[src/rtl/fe_queue_stage_pkg.sv]
// Shared types for the fetch queue stage: address/instruction types, the
// memory read request/response structs, the decode handoff record and the
// fetch FSM states. No logic; imported by every other file of the block.
package fe_queue_stage_pkg;

    localparam int ADDR_W     = 32;
    localparam int INST_WIDTH = 32;
    localparam int BYTE_WIDTH = 8;
    localparam int INST_BYTES = INST_WIDTH / BYTE_WIDTH;

    typedef logic [ADDR_W-1:0]     addr_t;
    typedef logic [INST_WIDTH-1:0] inst_t;
    typedef logic [INST_BYTES-1:0] mask_t;

    // Decode handoff record; also the queue entry format.
    typedef struct packed {
        logic  valid;
        addr_t pc;
        inst_t inst;
    } if_id_t;

    typedef if_id_t fe_entry_t;

    localparam if_id_t IF_ID_RST = '0;

    typedef struct packed {
        addr_t addr;
        mask_t mask;
        logic  en;
    } mem_read_req_t;

    typedef struct packed {
        logic  done;
        logic  valid;
        inst_t data;
    } mem_read_rsp_t;

    typedef enum logic [1:0] {
        IDLE  = 2'd0,
        FETCH = 2'd1,
        DRAIN = 2'd2,
        HALT  = 2'd3
    } fe_state_e;

    localparam addr_t ADDR_STEP = addr_t'(INST_BYTES);

    // Fetch addresses are always instruction aligned.
    function automatic addr_t align_pc(input addr_t a);
        return a & ~addr_t'(INST_BYTES - 1);
    endfunction

endpackage

[src/rtl/fe_queue_stage_fifo.sv]
// Purpose: DEPTH-entry circular instruction queue (fe_inst_fifo), wrap by extra pointer bit, sync flush.
// Latency: push visible at head the cycle after the write edge; no bypass.
// Backpressure: none internally; caller guarantees push only when a slot is free or a pop
//   happens in the same cycle. Ports: push/push_dat in, pop in, flush in (beats push/pop),
//   head_vld/head_dat out (IF_ID_RST when empty), count out.
module fe_inst_fifo
    import fe_queue_stage_pkg::*;
#(
    parameter int DEPTH = 4
) (
    input  logic                   clk,
    input  logic                   rst,
    input  logic                   push,
    input  fe_entry_t              push_dat,
    input  logic                   pop,
    input  logic                   flush,
    output logic                   head_vld,
    output fe_entry_t              head_dat,
    output logic [$clog2(DEPTH):0] count
);

    localparam int AW = $clog2(DEPTH);
    localparam logic [AW:0] PTR_ONE = (AW+1)'(1);

    fe_entry_t   mem_q [DEPTH];
    fe_entry_t   mem_d [DEPTH];
    logic [AW:0] wr_ptr_q, wr_ptr_d;
    logic [AW:0] rd_ptr_q, rd_ptr_d;

    always_comb begin
        mem_d    = mem_q;
        wr_ptr_d = wr_ptr_q;
        rd_ptr_d = rd_ptr_q;
        if (flush) begin
            wr_ptr_d = '0;
            rd_ptr_d = '0;
        end else begin
            // At full with a simultaneous pop the write lands on the slot
            // being retired this same edge, so nothing live is overwritten.
            if (push) begin
                mem_d[wr_ptr_q[AW-1:0]] = push_dat;
                wr_ptr_d                = wr_ptr_q + PTR_ONE;
            end
            if (pop) begin
                rd_ptr_d = rd_ptr_q + PTR_ONE;
            end
        end
    end

    always_ff @(posedge clk) begin
        if (rst) begin
            wr_ptr_q <= '0;
            rd_ptr_q <= '0;
        end else begin
            wr_ptr_q <= wr_ptr_d;
            rd_ptr_q <= rd_ptr_d;
        end
        mem_q <= mem_d;
    end

    assign count    = wr_ptr_q - rd_ptr_q;
    assign head_vld = (count != '0);
    assign head_dat = head_vld ? mem_q[rd_ptr_q[AW-1:0]] : IF_ID_RST;

endmodule

[src/rtl/fe_queue_stage.sv]
// Purpose: fetch stage with PC, one-outstanding memory read, DEPTH-entry queue, redirect/flush, fault halt.
// Latency: rsp.done in cycle N -> if_id.valid in cycle N+1; next request may issue the cycle after done.
// Backpressure: slot reserved at issue (rdy = count+inflight < DEPTH); decode pops on next_rdy && valid.
// Ports: clk/rst (sync, active-high), en, redirect/redirect_pc, inst_read_req/inst_read_rsp,
//   next_rdy/if_id, rdy, fault/fault_pc. Optional FE_QUEUE_PERF_CNT_EN adds CNT_W and the
//   stall_cnt/drop_cnt saturating counters.
module fe_queue_stage
    import fe_queue_stage_pkg::*;
#(
    parameter int    DEPTH    = 4,
    parameter addr_t RESET_PC = 32'h0000_0000
`ifdef FE_QUEUE_PERF_CNT_EN
    ,
    parameter int    CNT_W    = 32
`endif
) (
    input  logic          clk,
    input  logic          rst,
    input  logic          en,
    input  logic          redirect,
    input  addr_t         redirect_pc,
    input  mem_read_rsp_t inst_read_rsp,
    output mem_read_req_t inst_read_req,
    input  logic          next_rdy,
    output if_id_t        if_id,
    output logic          rdy,
    output logic          fault,
    output addr_t         fault_pc
`ifdef FE_QUEUE_PERF_CNT_EN
    ,
    output logic [CNT_W-1:0] stall_cnt,
    output logic [CNT_W-1:0] drop_cnt
`endif
);

    localparam int CW = $clog2(DEPTH) + 1;
    localparam logic [CW:0] DEPTH_W = (CW+1)'(DEPTH);
    localparam logic [CW:0] ONE_W   = (CW+1)'(1);

    fe_state_e     state_q, state_d;
    addr_t         pc_q, pc_d;
    addr_t         drain_pc_q, drain_pc_d;
    addr_t         fault_pc_q, fault_pc_d;
    logic          fault_q, fault_d;

    logic [CW-1:0] count;
    logic          head_vld;
    if_id_t        head_dat;
    logic          inflight;
    logic          rsp_done;
    logic          pop_fire;
    logic          push;
    fe_entry_t     push_dat;
    logic [CW:0]   occ;
    logic [CW:0]   occ_after;

    assign rsp_done = inst_read_rsp.done;
    // DRAIN still owns the memory port, so it counts as a reserved slot.
    assign inflight = (state_q == FETCH) || (state_q == DRAIN);
    assign pop_fire = next_rdy && head_vld && !redirect;
    assign push     = (state_q == FETCH) && rsp_done && inst_read_rsp.valid && !redirect;
    assign push_dat = '{valid: 1'b1, pc: pc_q, inst: inst_read_rsp.data};

    assign occ       = {1'b0, count} + {{CW{1'b0}}, inflight};
    assign rdy       = (occ < DEPTH_W);
    // Occupancy once this cycle's push and pop have landed.
    assign occ_after = {1'b0, count} + ONE_W - {{CW{1'b0}}, pop_fire};

    always_comb begin
        state_d    = state_q;
        pc_d       = pc_q;
        drain_pc_d = drain_pc_q;
        fault_d    = fault_q;
        fault_pc_d = fault_pc_q;
        if (redirect) begin
            pc_d    = align_pc(redirect_pc);
            fault_d = 1'b0;
            if (inflight && !rsp_done) begin
                // The old request must complete on the bus; keep its address
                // driven until done while the new PC waits in pc_q.
                state_d = DRAIN;
                if (state_q == FETCH) begin
                    drain_pc_d = pc_q;
                end
            end else begin
                state_d = IDLE;
            end
        end else begin
            unique case (state_q)
                IDLE: begin
                    if (en && rdy) begin
                        state_d = FETCH;
                    end
                end
                FETCH: begin
                    if (rsp_done) begin
                        if (inst_read_rsp.valid) begin
                            pc_d    = pc_q + ADDR_STEP;
                            state_d = (en && (occ_after < DEPTH_W)) ? FETCH : IDLE;
                        end else begin
                            fault_d    = 1'b1;
                            fault_pc_d = pc_q;
                            state_d    = HALT;
                        end
                    end
                end
                DRAIN: begin
                    if (rsp_done) begin
                        state_d = IDLE;
                    end
                end
                HALT: begin
                    state_d = HALT;
                end
                default: begin
                    state_d = IDLE;
                end
            endcase
        end
    end

    always_ff @(posedge clk) begin
        if (rst) begin
            state_q    <= IDLE;
            pc_q       <= RESET_PC;
            drain_pc_q <= RESET_PC;
            fault_q    <= 1'b0;
            fault_pc_q <= '0;
        end else begin
            state_q    <= state_d;
            pc_q       <= pc_d;
            drain_pc_q <= drain_pc_d;
            fault_q    <= fault_d;
            fault_pc_q <= fault_pc_d;
        end
    end

    always_comb begin
        inst_read_req      = '0;
        inst_read_req.addr = (state_q == DRAIN) ? drain_pc_q : pc_q;
        inst_read_req.mask = '1;
        inst_read_req.en   = inflight;
    end

    fe_inst_fifo #(
        .DEPTH (DEPTH)
    ) u_fifo (
        .clk      (clk),
        .rst      (rst),
        .push     (push),
        .push_dat (push_dat),
        .pop      (pop_fire),
        .flush    (redirect),
        .head_vld (head_vld),
        .head_dat (head_dat),
        .count    (count)
    );

    assign if_id    = head_dat;
    assign fault    = fault_q;
    assign fault_pc = fault_pc_q;

`ifdef FE_QUEUE_PERF_CNT_EN
    logic [CNT_W-1:0] stall_cnt_q, stall_cnt_d;
    logic [CNT_W-1:0] drop_cnt_q, drop_cnt_d;
    logic             rsp_dropped;
    logic [CW:0]      drop_inc;
    logic [CNT_W:0]   drop_sum;

    // A response is thrown away when redirect hits its done cycle or when
    // it finishes during DRAIN; flushed entries are all valid by construction.
    assign rsp_dropped = rsp_done && ((redirect && inflight) || (state_q == DRAIN));
    assign drop_inc    = (redirect ? {1'b0, count} : '0) + {{CW{1'b0}}, rsp_dropped};
    assign drop_sum    = {1'b0, drop_cnt_q} + (CNT_W+1)'(drop_inc);

    always_comb begin
        stall_cnt_d = stall_cnt_q;
        if (en && !rdy && (stall_cnt_q != '1)) begin
            stall_cnt_d = stall_cnt_q + CNT_W'(1);
        end
        drop_cnt_d = drop_sum[CNT_W] ? '1 : drop_sum[CNT_W-1:0];
    end

    always_ff @(posedge clk) begin
        if (rst) begin
            stall_cnt_q <= '0;
            drop_cnt_q  <= '0;
        end else begin
            stall_cnt_q <= stall_cnt_d;
            drop_cnt_q  <= drop_cnt_d;
        end
    end

    assign stall_cnt = stall_cnt_q;
    assign drop_cnt  = drop_cnt_q;
`endif

endmodule
[config.mk]
export PLATFORM = sky130hd
export DESIGN_NAME = fe_queue_stage
export DESIGN_NICKNAME = d
export VERILOG_FILES = /design/src/rtl/fe_queue_stage_pkg.sv /design/src/rtl/fe_queue_stage_fifo.sv /design/src/rtl/fe_queue_stage.sv
export SDC_FILE = /design/constraint.sdc
export NUM_CORES = 1
export LEC_CHECK = 0
export CAP_MARGIN = 20
export CORE_ASPECT_RATIO = 2
export CORE_MARGIN = 1
export CORE_UTILIZATION = 50
export DETAILED_ROUTE_END_ITERATION = 12
export PLACE_DENSITY = 0.85
export RECOVER_POWER = 25
export SLEW_MARGIN = 20
export SYNTH_ARGS = -nofsm -noshare
export SYNTH_HDL_FRONTEND = slang
export SYNTH_SLANG_ARGS = --single-unit
[constraint.sdc]
create_clock -name clk -period 4.3 [get_ports clk]
set_clock_uncertainty 0.15 [all_clocks]
set_input_delay 1.075 -clock clk [delete_from_list [all_inputs] [get_ports clk]]
set_output_delay 1.075 -clock clk [all_outputs]
set_load 0.05 [all_outputs]
==> results of run 1 <==
## Yosys cell counts (all sizes together) (5+ instances only)
| master | count | share of area, % |
|---|---|---|
| a2111oi | 9 | 0.56 |
| a211oi | 16 | 0.84 |
| a21oi | 64 | 2.2 |
| a311oi | 9 | 0.55 |
| and3 | 10 | 0.44 |
| and4 | 8 | 0.49 |
| buf | 30 | 1.2 |
| clkbuf | 57 | 1.5 |
| dfxtp | 99 | 14 |
| edfxtp | 248 | 52 |
| ha | 11 | 0.96 |
| inv | 20 | 0.52 |
| mux2 | 26 | 2.0 |
| mux4 | 62 | 9.7 |
| nand2 | 146 | 3.8 |
| nand3 | 11 | 0.38 |
| nand4 | 11 | 0.57 |
| nor2 | 37 | 0.97 |
| nor2b | 68 | 3.0 |
| nor3 | 10 | 0.35 |
| nor4 | 11 | 0.52 |
| o211ai | 6 | 0.31 |
| o21ai | 9 | 0.31 |
| xnor2 | 10 | 0.61 |
| xor2 | 5 | 0.31 |
## per-layer routing
metal | vias up | global-route usage, % | routed length, µm
met5 | - | 0 | 0
met4 | 0 | 11.9 | 1560
met3 | 82 | 2.55 | 1400
met2 | 318 | 41.7 | 17800
met1 | 4415 | 24.7 | 11600
li1 | 4163 | - | -
## how the worst min path moves through the flow
stage	start	to	slack [ns]	cells after the start
finish	drain_pc_q[26]	drain_pc_q[26]	0.30	2
global route	drain_pc_q[15]	drain_pc_q[15]	0.32	2
global placement	drain_pc_q[16]	drain_pc_q[16]	0.29	2
floorplan	drain_pc_q[11]	drain_pc_q[11]	0.28	2
CTS	drain_pc_q[26]	drain_pc_q[26]	0.30	2
detailed placement	drain_pc_q[26]	drain_pc_q[26]	0.29	2
## placed cells by master (no fill, tap or decap), drive strengths merged, types with 16 or more instances in the layout
cell type and n:
a211oi 16, a21oi 64, dfxtp 99, nor2 37, inv 30, dlygate4sd3 19
mux2 26, edfxtp 248, mux4 62, nor2b 68, buf 109, clkbuf 38
nand2 146, clkdlybuf4s50 92
## what timing repair did
| item | in CTS | in global routing |
|---|---|---|
| hold buffers | 0 | 0 |
| resized for setup | 0 | 1 |
| setup endpoints to repair | 0 | 1 |
## per-stage QoR
step | utilization (%) | setup slack [ns] | hold slack, ns | area, µm² | instances
global placement | 58.6 | 0.675 | 0.288 | 16500 | 1531
CTS | 61.9 | 0.0923 | 0.302 | 17500 | 1583
detailed placement | 58.6 | 0.526 | 0.293 | 16500 | 1531
finish | 61.9 | 0.288 | 0.299 | 17400 | 1584
floorplan | - | 0.496 | 0.283 | 14400 | 1036
global route | 61.9 | 0.115 | 0.324 | 17400 | 1584
## area by class of cell
class	count	area (µm²)
Antenna cell	1	2.50
Clock buffer	32	779
Clock inverter	20	170
Fill cell	2075	10700
Inverter	21	78.8
Multi-Input combinational cell	581	4500
Sequential cell	347	9440
Tap cell	356	445
Timing Repair Buffer	226	2040
## where the power goes
part	switching [µW]	total (µW)	internal, µW
clock	1220	2610	1400
combinational	284	451	167
sequential	59.4	3670	3610
total	1560	6730	5170
## kinds of logic after synthesis
family          Yosys count  share of synthesized area (%)
compound gates          125                           5.50
fa+ha+maj                12                           1.10
mux                      89                           11.8
simple gates            329                           11.4
xor+xnor                 16                           1.08
other cells               2                         0.0524
flops                   347                           65.7
buf+inv                 108                           3.29
## registers in the layout, indices dropped and copies added, names as in the netlist
register and flops:
pc_q 30, u_fifo.rd_ptr_q 3, u_fifo.mem_q 248, drain_pc_q 30, state_q 2, fault 1
u_fifo.wr_ptr_q 3, fault_pc 30
## worst register-to-register path, stage by stage, from the launching register on
cell and delay (ns):
dfxtp_1 0.36, clkbuf_1 0.46, nand4_1 0.44, nor2_1 0.58, a311oi_1 0.17, a2111oi_0 0.71
==> summary.md, run 1 <==
| Metric | Value |
|---|---|
| # rows | 87 |
| Post-Syn Instances | 1028 |
| Yosys warns | 0 |
| FF-to-FF setup slack | 1.24 ns |
| Crit path max-delay family | buffers and inverters |
| Setup CP Type | reg -> out |
| Fin Setup TNS | 0 ns |
| Buffers on Ports | 194 |
| Total gr overflow | 0 |
| Share of cells above drive strength 1 | 21.5% |
| Clock Sinks | 347 |
| FF+latch count, synth | 347 |
| Max Cap Viol | 0 |
| Placeable Area | 0.0282 mm² |
| Clock-pin slew of the registers on the worst-case setup and hold paths | 0.07 ns |
| Number of flops mapped to enable cells by yosys | 248 |
| Post-CTS setup buffers | 0 |
| Top_reg_cell synth | edfxtp_1 |
| Area grow syn2layout | 21.6% |
| WP depth | 8 |
| F_max | 0.249 GHz |
| Critical path data arrival time | 2.79 ns |
| CTS tree | done |
| Crit-path slowest cell | fa_1 |
| Avg WL per Cell | 20.4 µm |
| Num CTS Buffers | 29 |
| RSZ-0062 raised after global routing | false |
| Worst Max-Slew Pin Slew | 0.939 ns |
| Drt first pass iters | 7 |
| Vias in the first global route | 9297 |
| Via Count | 8978 |
| WP data required | 3.07 ns |
| Post-Syn Area | 0.0143 mm² |
| Routed Wire Length | 32300 µm |
| Die W | 122 µm |
| Async set or reset register ratio after synthesis | 0% |
| # H-tree levels | 1 |
| First-pass GRT wire length | 50700 µm |
| Syn avg cell area | 14.0 µm² |
| DRC viols | 0 |
| Hold Fails Final Rpt | 0 |
| Setup violations, final | 0 |
| Crit start category | flop |
| Slew headroom | 37.4% |
| FF-to-FF Start | pc_q[4] |
| Tmin final | 4.01 ns |
| Die Y | 242 µm |
| Worst setup endpoint | if_id[45] |
| FF-to-FF End | pc_q[23] |
| Largest net degree at the start of global routing | 65 |
| Leakage | 0.00576 µW |
| Tot Pwr | 6730 µW |
| Status | completed |
| Cell variety after synth | 50 |
| Clk Latency, worst-skew pair | 0.56 ns |
| Root buffer cell | clkbuf_16 |
| Antenna violations before repair | 1 |
| Sequential-to-total area share from yosys stat | 65.7% |
| Die ar. | 0.0294 mm² |
| Critical path origin | u_fifo.wr_ptr_q[0] |
| Slew Limit Fails | 0 |
| P per Cell Area | 386 mW/mm² |
| Worst Path Max Fanout | 63 |
| VDD IR max | 0.368 mV |
| DRC violation total after the first TritonRoute iteration | 660 |
| Worst r2r path cells | 5 |
| Slowest stage delay, CP | 0.40 ns |
| Hold Path Class | reg -> reg |
| Max Root-Sink Buffers | 3 |
| Fin nets | 1289 |
| Starting Density | 50.9% |
| Hpwl dp | 21200 µm |
| CP bufs+invs | 3 |
| GPL Wtd Cong | 0.870 |
| CP Capture Type | primary output |
| Gr usage total | 22.6% |
| Number of vias per cell | 5.67 |
| Routed Antenna Nets | 0 |
| Share of the clock period used by the worst path | 93.3% |
| I/O pin total | 207 |
| CP Cell Sequence | inv_1 > ha_1 > fa_1 > xor3_1 > nor2_4 > buf_12 > nor2b_1 > buf_4 |
Power figures use the tool's default switching activity.
==> inputs of run 2 (changes only) <==
- SLEW_MARGIN: 20 -> not set
==> results of run 2 <==
No change in the layout: final DEF, timing and power equal those of run 1.
